## src/rtl/avg_fetch_if.sv

```systemverilog
// Fetch-side bus: byte-wide vector-memory read port, instruction handshake
// toward avg_decode, and the decoder's control-flow feedback.
interface avg_fetch_if;
    logic [15:0] mem_addr;
    logic [7:0]  mem_rdata;
    logic [31:0] inst;
    logic        inst_valid;
    logic        inst_ready;
    logic        jmp;
    logic        jsr;
    logic        ret;
    logic        halt;
    logic [15:0] jumpAddr;
    logic [2:0]  pcOffset;

    modport master (
        output mem_addr, inst, inst_valid,
        input  mem_rdata, inst_ready, jmp, jsr, ret, halt, jumpAddr, pcOffset
    );

    modport slave (
        input  mem_addr, inst, inst_valid,
        output mem_rdata, inst_ready, jmp, jsr, ret, halt, jumpAddr, pcOffset
    );
endinterface

```

## src/rtl/avg_fetch.sv

```systemverilog
// AVG instruction fetch: assembles a 32-bit window from byte-wide memory,
// hands it to the decoder and follows jmp/jsr/ret/halt feedback.
module avg_fetch #(
    parameter int STACK_DEPTH = 4
) (
    input  logic        clk,
    input  logic        rst,
    input  logic        start,
    input  logic [15:0] start_addr,
    avg_fetch_if.master bus,
    output logic        busy,
    output logic        halted,
    output logic        stack_err
);
    localparam int IDX_W = $clog2(STACK_DEPTH);
    localparam int SP_W  = IDX_W + 1;

    localparam logic [1:0] S_IDLE   = 2'd0;
    localparam logic [1:0] S_FETCH  = 2'd1;
    localparam logic [1:0] S_VALID  = 2'd2;
    localparam logic [1:0] S_HALTED = 2'd3;

    logic [1:0]      state;
    logic [2:0]      cnt;
    logic [15:0]     pc;
    logic [SP_W-1:0] sp;
    logic [15:0]     stack [STACK_DEPTH];
    logic [15:0]     addr_q;
    logic [31:0]     inst_q;

    logic [15:0]      fetch_addr;
    logic [15:0]      mem_addr_c;
    logic [15:0]      next_seq;
    logic             accept;
    logic             sp_full;
    logic             sp_empty;
    logic [IDX_W-1:0] push_idx;
    logic [IDX_W-1:0] pop_idx;

    assign fetch_addr = pc + 16'(cnt);
    // Address is driven live during the four request cycles, otherwise held.
    assign mem_addr_c = (state == S_FETCH && cnt != 3'd4) ? fetch_addr : addr_q;
    assign next_seq   = pc + {12'd0, bus.pcOffset, 1'b0};
    assign accept     = (state == S_VALID) && bus.inst_ready;
    assign sp_full    = (sp == SP_W'(STACK_DEPTH));
    assign sp_empty   = (sp == '0);
    assign push_idx   = sp[IDX_W-1:0];
    assign pop_idx    = IDX_W'(sp - SP_W'(1));

    assign bus.mem_addr   = mem_addr_c;
    assign bus.inst       = inst_q;
    assign bus.inst_valid = (state == S_VALID);
    assign busy           = (state == S_FETCH) || (state == S_VALID);
    assign halted         = (state == S_HALTED);

    always_ff @(posedge clk) begin
        if (rst) begin
            state     <= S_IDLE;
            cnt       <= 3'd0;
            pc        <= 16'd0;
            sp        <= '0;
            stack_err <= 1'b0;
            addr_q    <= 16'd0;
            inst_q    <= 32'd0;
            for (int i = 0; i < STACK_DEPTH; i++) stack[i] <= 16'd0;
        end else begin
            case (state)
                S_IDLE, S_HALTED: begin
                    cnt <= 3'd0;
                    if (start) begin
                        pc        <= start_addr;
                        sp        <= '0;
                        stack_err <= 1'b0;
                        state     <= S_FETCH;
                    end
                end
                S_FETCH: begin
                    addr_q <= mem_addr_c;
                    // Read data lags the address by one cycle, hence byte cnt-1.
                    case (cnt)
                        3'd1:    inst_q[31:24] <= bus.mem_rdata;
                        3'd2:    inst_q[23:16] <= bus.mem_rdata;
                        3'd3:    inst_q[15:8]  <= bus.mem_rdata;
                        3'd4:    inst_q[7:0]   <= bus.mem_rdata;
                        default: ;
                    endcase
                    if (cnt == 3'd4) begin
                        cnt   <= 3'd0;
                        state <= S_VALID;
                    end else begin
                        cnt <= cnt + 3'd1;
                    end
                end
                S_VALID: begin
                    if (accept) begin
                        if (bus.halt) begin
                            state <= S_HALTED;
                        end else if (bus.ret) begin
                            if (sp_empty) begin
                                stack_err <= 1'b1;
                                state     <= S_HALTED;
                            end else begin
                                pc    <= stack[pop_idx];
                                sp    <= sp - SP_W'(1);
                                state <= S_FETCH;
                            end
                        end else if (bus.jmp && bus.jsr) begin
                            if (sp_full) begin
                                stack_err <= 1'b1;
                                state     <= S_HALTED;
                            end else begin
                                stack[push_idx] <= next_seq;
                                sp              <= sp + SP_W'(1);
                                pc              <= bus.jumpAddr;
                                state           <= S_FETCH;
                            end
                        end else if (bus.jmp) begin
                            pc    <= bus.jumpAddr;
                            state <= S_FETCH;
                        end else begin
                            pc    <= next_seq;
                            state <= S_FETCH;
                        end
                    end
                end
                default: state <= S_IDLE;
            endcase
        end
    end
endmodule

```

## src/flat_wrapper.sv

```systemverilog
// flat-port wrapper written by rule: the top's interface ports become plain ports
module avg_fetch_flat 
#(
    parameter int STACK_DEPTH = 4
)
  (clk, rst, start, start_addr, busy, halted, stack_err, bus_mem_addr, bus_inst, bus_inst_valid, bus_mem_rdata, bus_inst_ready, bus_jmp, bus_jsr, bus_ret, bus_halt, bus_jumpAddr, bus_pcOffset);
  avg_fetch_if bus_i ();
  input  logic clk;
  input  logic rst;
  input  logic start;
  input  logic [15:0] start_addr;
  output logic busy;
  output logic halted;
  output logic stack_err;
  output wire logic [$bits(bus_i.mem_addr)-1:0] bus_mem_addr;
  output wire logic [$bits(bus_i.inst)-1:0] bus_inst;
  output wire logic [$bits(bus_i.inst_valid)-1:0] bus_inst_valid;
  input wire logic [$bits(bus_i.mem_rdata)-1:0] bus_mem_rdata;
  input wire logic [$bits(bus_i.inst_ready)-1:0] bus_inst_ready;
  input wire logic [$bits(bus_i.jmp)-1:0] bus_jmp;
  input wire logic [$bits(bus_i.jsr)-1:0] bus_jsr;
  input wire logic [$bits(bus_i.ret)-1:0] bus_ret;
  input wire logic [$bits(bus_i.halt)-1:0] bus_halt;
  input wire logic [$bits(bus_i.jumpAddr)-1:0] bus_jumpAddr;
  input wire logic [$bits(bus_i.pcOffset)-1:0] bus_pcOffset;
  assign bus_mem_addr = bus_i.mem_addr;
  assign bus_inst = bus_i.inst;
  assign bus_inst_valid = bus_i.inst_valid;
  assign bus_i.mem_rdata = bus_mem_rdata;
  assign bus_i.inst_ready = bus_inst_ready;
  assign bus_i.jmp = bus_jmp;
  assign bus_i.jsr = bus_jsr;
  assign bus_i.ret = bus_ret;
  assign bus_i.halt = bus_halt;
  assign bus_i.jumpAddr = bus_jumpAddr;
  assign bus_i.pcOffset = bus_pcOffset;
  avg_fetch #(.STACK_DEPTH(STACK_DEPTH)) u_core (.clk(clk), .rst(rst), .start(start), .start_addr(start_addr), .bus(bus_i), .busy(busy), .halted(halted), .stack_err(stack_err));
endmodule
```

## config.mk

```make
export PLATFORM = sky130hd
export DESIGN_NAME = avg_fetch_flat
export DESIGN_NICKNAME = d
export VERILOG_FILES = /design/src/rtl/avg_fetch_if.sv /design/src/rtl/avg_fetch.sv /design/src/flat_wrapper.sv
export SDC_FILE = /design/constraint.sdc
export NUM_CORES = 1
export LEC_CHECK = 0
export ABC_CLOCK_PERIOD_IN_PS = 4280
export CAP_MARGIN = 20
export CELL_PAD_IN_SITES_DETAIL_PLACEMENT = 0
export CELL_PAD_IN_SITES_GLOBAL_PLACEMENT = 2
export CORE_MARGIN = 2
export CORE_UTILIZATION = 37
export DETAILED_ROUTE_END_ITERATION = 16
export GPL_TIMING_DRIVEN = 1
export PLACE_DENSITY = 0.86
export SKIP_CTS_REPAIR_TIMING = 1
export SYNTH_ARGS = -nofsm -noshare
export SYNTH_HDL_FRONTEND = slang
export SYNTH_SLANG_ARGS = --single-unit
```

## constraint.sdc

```tcl
create_clock -name clk -period 4.28 [get_ports clk]
set_input_delay 1.07 -clock clk [delete_from_list [all_inputs] [get_ports clk]]
set_output_delay 1.07 -clock clk [all_outputs]
set_load 0.02 [all_outputs]
```

==> impl_metrics.ini <==
[timing]
fin_skew_ns = 0.00697
rsz0062_at_grt = false
setup_viol = 0
fin_setup_tns_ns = 0
min_period_over_period_pct = 93.3
fin_crit_ns = 3.99
slew_viol_final = 0
tightest_slew_ns = 0.780
relSlewSlack_pct = 48.0
fmax_ghz = 0.251
hold_viol_final = 0

[power]
vdd_drop_max_mv = 0.318
seq_power_share_pct = 38.2
p_leak_nw = 3.10
power_switching_mw = 1.45
switching_share_pct = 34.2
finalPower_mw = 4.23
comb_power_share_pct = 28.0
power.density_nw_per_um2 = 484
p_int_mw = 2.78
power_frac_clock_pct = 33.8

[detailed_routing]
vias = 5574
via_per_inst = 5.34
wl_microns = 19700
drtIter0Drc = 524
drt_first_pass_iters = 7
wl_per_cell_microns = 18.9
ant_nets = 0
drc = 0

[yosys]
synth_edf_count = 64
synth-main-ff-cell = dfxtp_1
synthCells = 704
synth_nets = 775
ys_types = 68
yosysWarningCount = 0
syn-cell-area_sq_um = 6940
yosysSeqAreaShare_pct = 48.7
synthArstFlopShare_pct = 0
ys_ff_latch = 137
syn_area_per_cell_sq_um = 9.86

[critical_path]
slowest_delay_ns = 0.54
cp_max_fo = 7
critPathBufInv = 1
arrival_ns = 2.92
worstPathCellList = ha_1, o21ai_0, or3_1, o31a_1, nor3_1, nor2_1, clkdlybuf4s50_1
cp_top_family = simple AND/OR/NAND/NOR gates
crit_path_start_kind = flip-flop
worstSetupEndpointType = output port
required_ns = 3.21
slowest_stage = clkdlybuf4s50_1
critical_path_class = flip-flop to output port

[min_path]
hold_class = flip-flop to flip-flop

[clock_network]
htreeDepth = 4
clockBufferDepth = 2
cts-root-buf = clkbuf_16
clk_pin_slew_ns = 0.06
numCtsBuffers = 17
clock-sinks = 137
cts_tree = yes
clk_latency_ns = 0.43

[floorplanning]
fp.dieW_microns = 141
die-area_sq_um = 19900
die_y_microns = 141
core_area_sq_um = 18600
placementRows = 50
initial_core_util_pct = 37.4
ioPinCount = 103

[finish]
diodes = 0
nets = 867
regArea_sq_um = 3380
drive_gt1_share_pct = 10.1
multiInputGateArea_sq_um = 3220
stdcell_count = 1043
syn_to_final_growth_pct = 25.8
fillCellCount = 1741

[grt]
grt_pass1_wl_microns = 31200
grt-ovfl-total = 0
grt_pass1_vias = 5474
grtUsageTotal_pct = 20.5
grt_antenna_before_repair = 0
grt_start_max_net_pins = 59

[job]
max-cap-violations = 0

[place]
place_inst = 1011
hpwl_microns = 14100
place_congestion = 0.889
io_buffers = 102

[status]
outcome = finished, final reports clean
## final timing paths
| kind | start | endpoint | slack (ns) | cells after the start |
|---|---|---|---|---|
| worst max-delay path | u_core.cnt[2]$_SDFFE_PP0P_ | bus_mem_addr[13] | 0.29 | 7 |
| worst min register to register | u_core.bus.inst[24]$_SDFFE_PP0P_ | u_core.bus.inst[24]$_SDFFE_PP0P_ | 0.45 | 2 |
| worst max register to register | u_core.sp[0]$_SDFFE_PP0P_ | u_core.stack[0][5]$_SDFFCE_PN0P_ | 1.55 | 8 |
| worst min-delay path | u_core.bus.inst[24]$_SDFFE_PP0P_ | u_core.bus.inst[24]$_SDFFE_PP0P_ | 0.45 | 2 |
## stage by stage
| step | instance area (sq um) | hold slack [ns] | worst slack, ns | util, % |
|---|---|---|---|---|
| 2_1_floorplan | 6940 | 0.476 | 1.06 | - |
| 3_3_place_gp | 8170 | 0.443 | 0.658 | 44.0 |
| 3_5_place_dp | 8170 | 0.449 | 0.624 | 44.0 |
| 4_1_cts | 8740 | 0.457 | 0.253 | 47.0 |
| 5_1_grt | 8740 | 0.473 | 0.0685 | 47.0 |
| 6_report | 8740 | 0.454 | 0.288 | 47.0 |
## flip-flops by register name, summed over array words and instances (netlist names)
register,cells
u_core.sp,3
u_core.pc,16
u_core.addr_q,16
u_core.cnt,3
u_core.bus.inst,32
u_core.stack_err,1
u_core.stack,64
u_core.state,2
## cells in the mapped netlist, types with 4 or more instances
cell type  instances  area share [%]
nand2b_1           5            0.45
o22ai_1            8            0.72
or3_1              5            0.45
inv_1             18            0.97
a21oi_1           61             4.4
buf_6              6            0.97
nand3_1           30             2.2
clkbuf_1          21             1.1
mux2i_1           31             4.5
nor2b_1            4            0.36
nand2_1           62             3.4
nor3_1            10            0.72
a21o_1             5            0.54
ha_1              18             3.2
edfxtp_1          64              28
xnor2_1           17             2.1
o211ai_1           5            0.54
o21ai_0           17             1.2
and2_1            10            0.90
mux4_2             5             1.6
buf_4              4            0.43
nand4_4            4             1.2
a211oi_1          20             2.2
xor2_1             9             1.1
buf_2             15             1.1
dfxtp_1           73              21
nor2_1           112             6.1
## worst reg2reg max path: cells and delay by family, from the launching register on
kind	cells	cell delay, ns
simple gates	4	1.23
buf+inv	3	0.63
flops	1	0.31
fa+ha+maj	1	0.27
## cell usage in the layout (no fill, tap or decap), types with 4 or more instances in the layout
master           instances
mux2i_1                 31
and2_1                  10
ha_1                    17
nand4_4                  4
nor2_1                 112
xnor2_1                 17
clkinv_4                 4
nor2b_1                  4
o21ai_0                 17
mux4_2                   5
a211oi_1                20
nor3_1                  10
clkbuf_16               17
nand2b_1                 5
inv_1                   18
or3_1                    5
dfxtp_1                 73
edfxtp_1                64
a21o_1                   5
o211ai_1                 5
o22ai_1                  8
clkdlybuf4s50_1        101
nand3_1                 30
xor2_1                   9
a21oi_1                 60
buf_4                   19
nand2_1                 62
## layer usage
metal  vias up  wire length, microns  track usage, %
li1       2706                     -               -
met1      2690                  9010            28.1
met2       162                  9480            33.2
met3        16                  1010            4.28
met4         0                   193            5.47
met5         -                     0               0
## cell type report
cell class	count	area share, %
multi-input cells	498	36.9
repair buffers	123	13.7
well taps	234	3.35
flip-flops and latches	137	38.7
inverters	19	0.816
clock inverters	15	1.65
clock buffers	17	4.87
## logic make-up after synthesis
logic type | share of synthesized area, %
AO/OA/AOI/OAI | 14.9
XOR/XNOR | 3.28
adder cells (fa/ha/maj) | 3.82
buffers and inverters | 5.03
flip-flops | 48.7
multiplexers | 6.58
AND/OR/NAND/NOR | 17.7
## power by group through the flow
stage	registers (mW)	logic (mW)	clock network, mW
finish	1.61	1.18	1.43
global route	1.63	1.29	1.51
CTS	1.61	1.19	1.45
detailed placement	1.64	1.18	0
global placement	1.64	1.16	0
floorplan	1.57	0.841	0
Power figures use the tool's default switching activity.
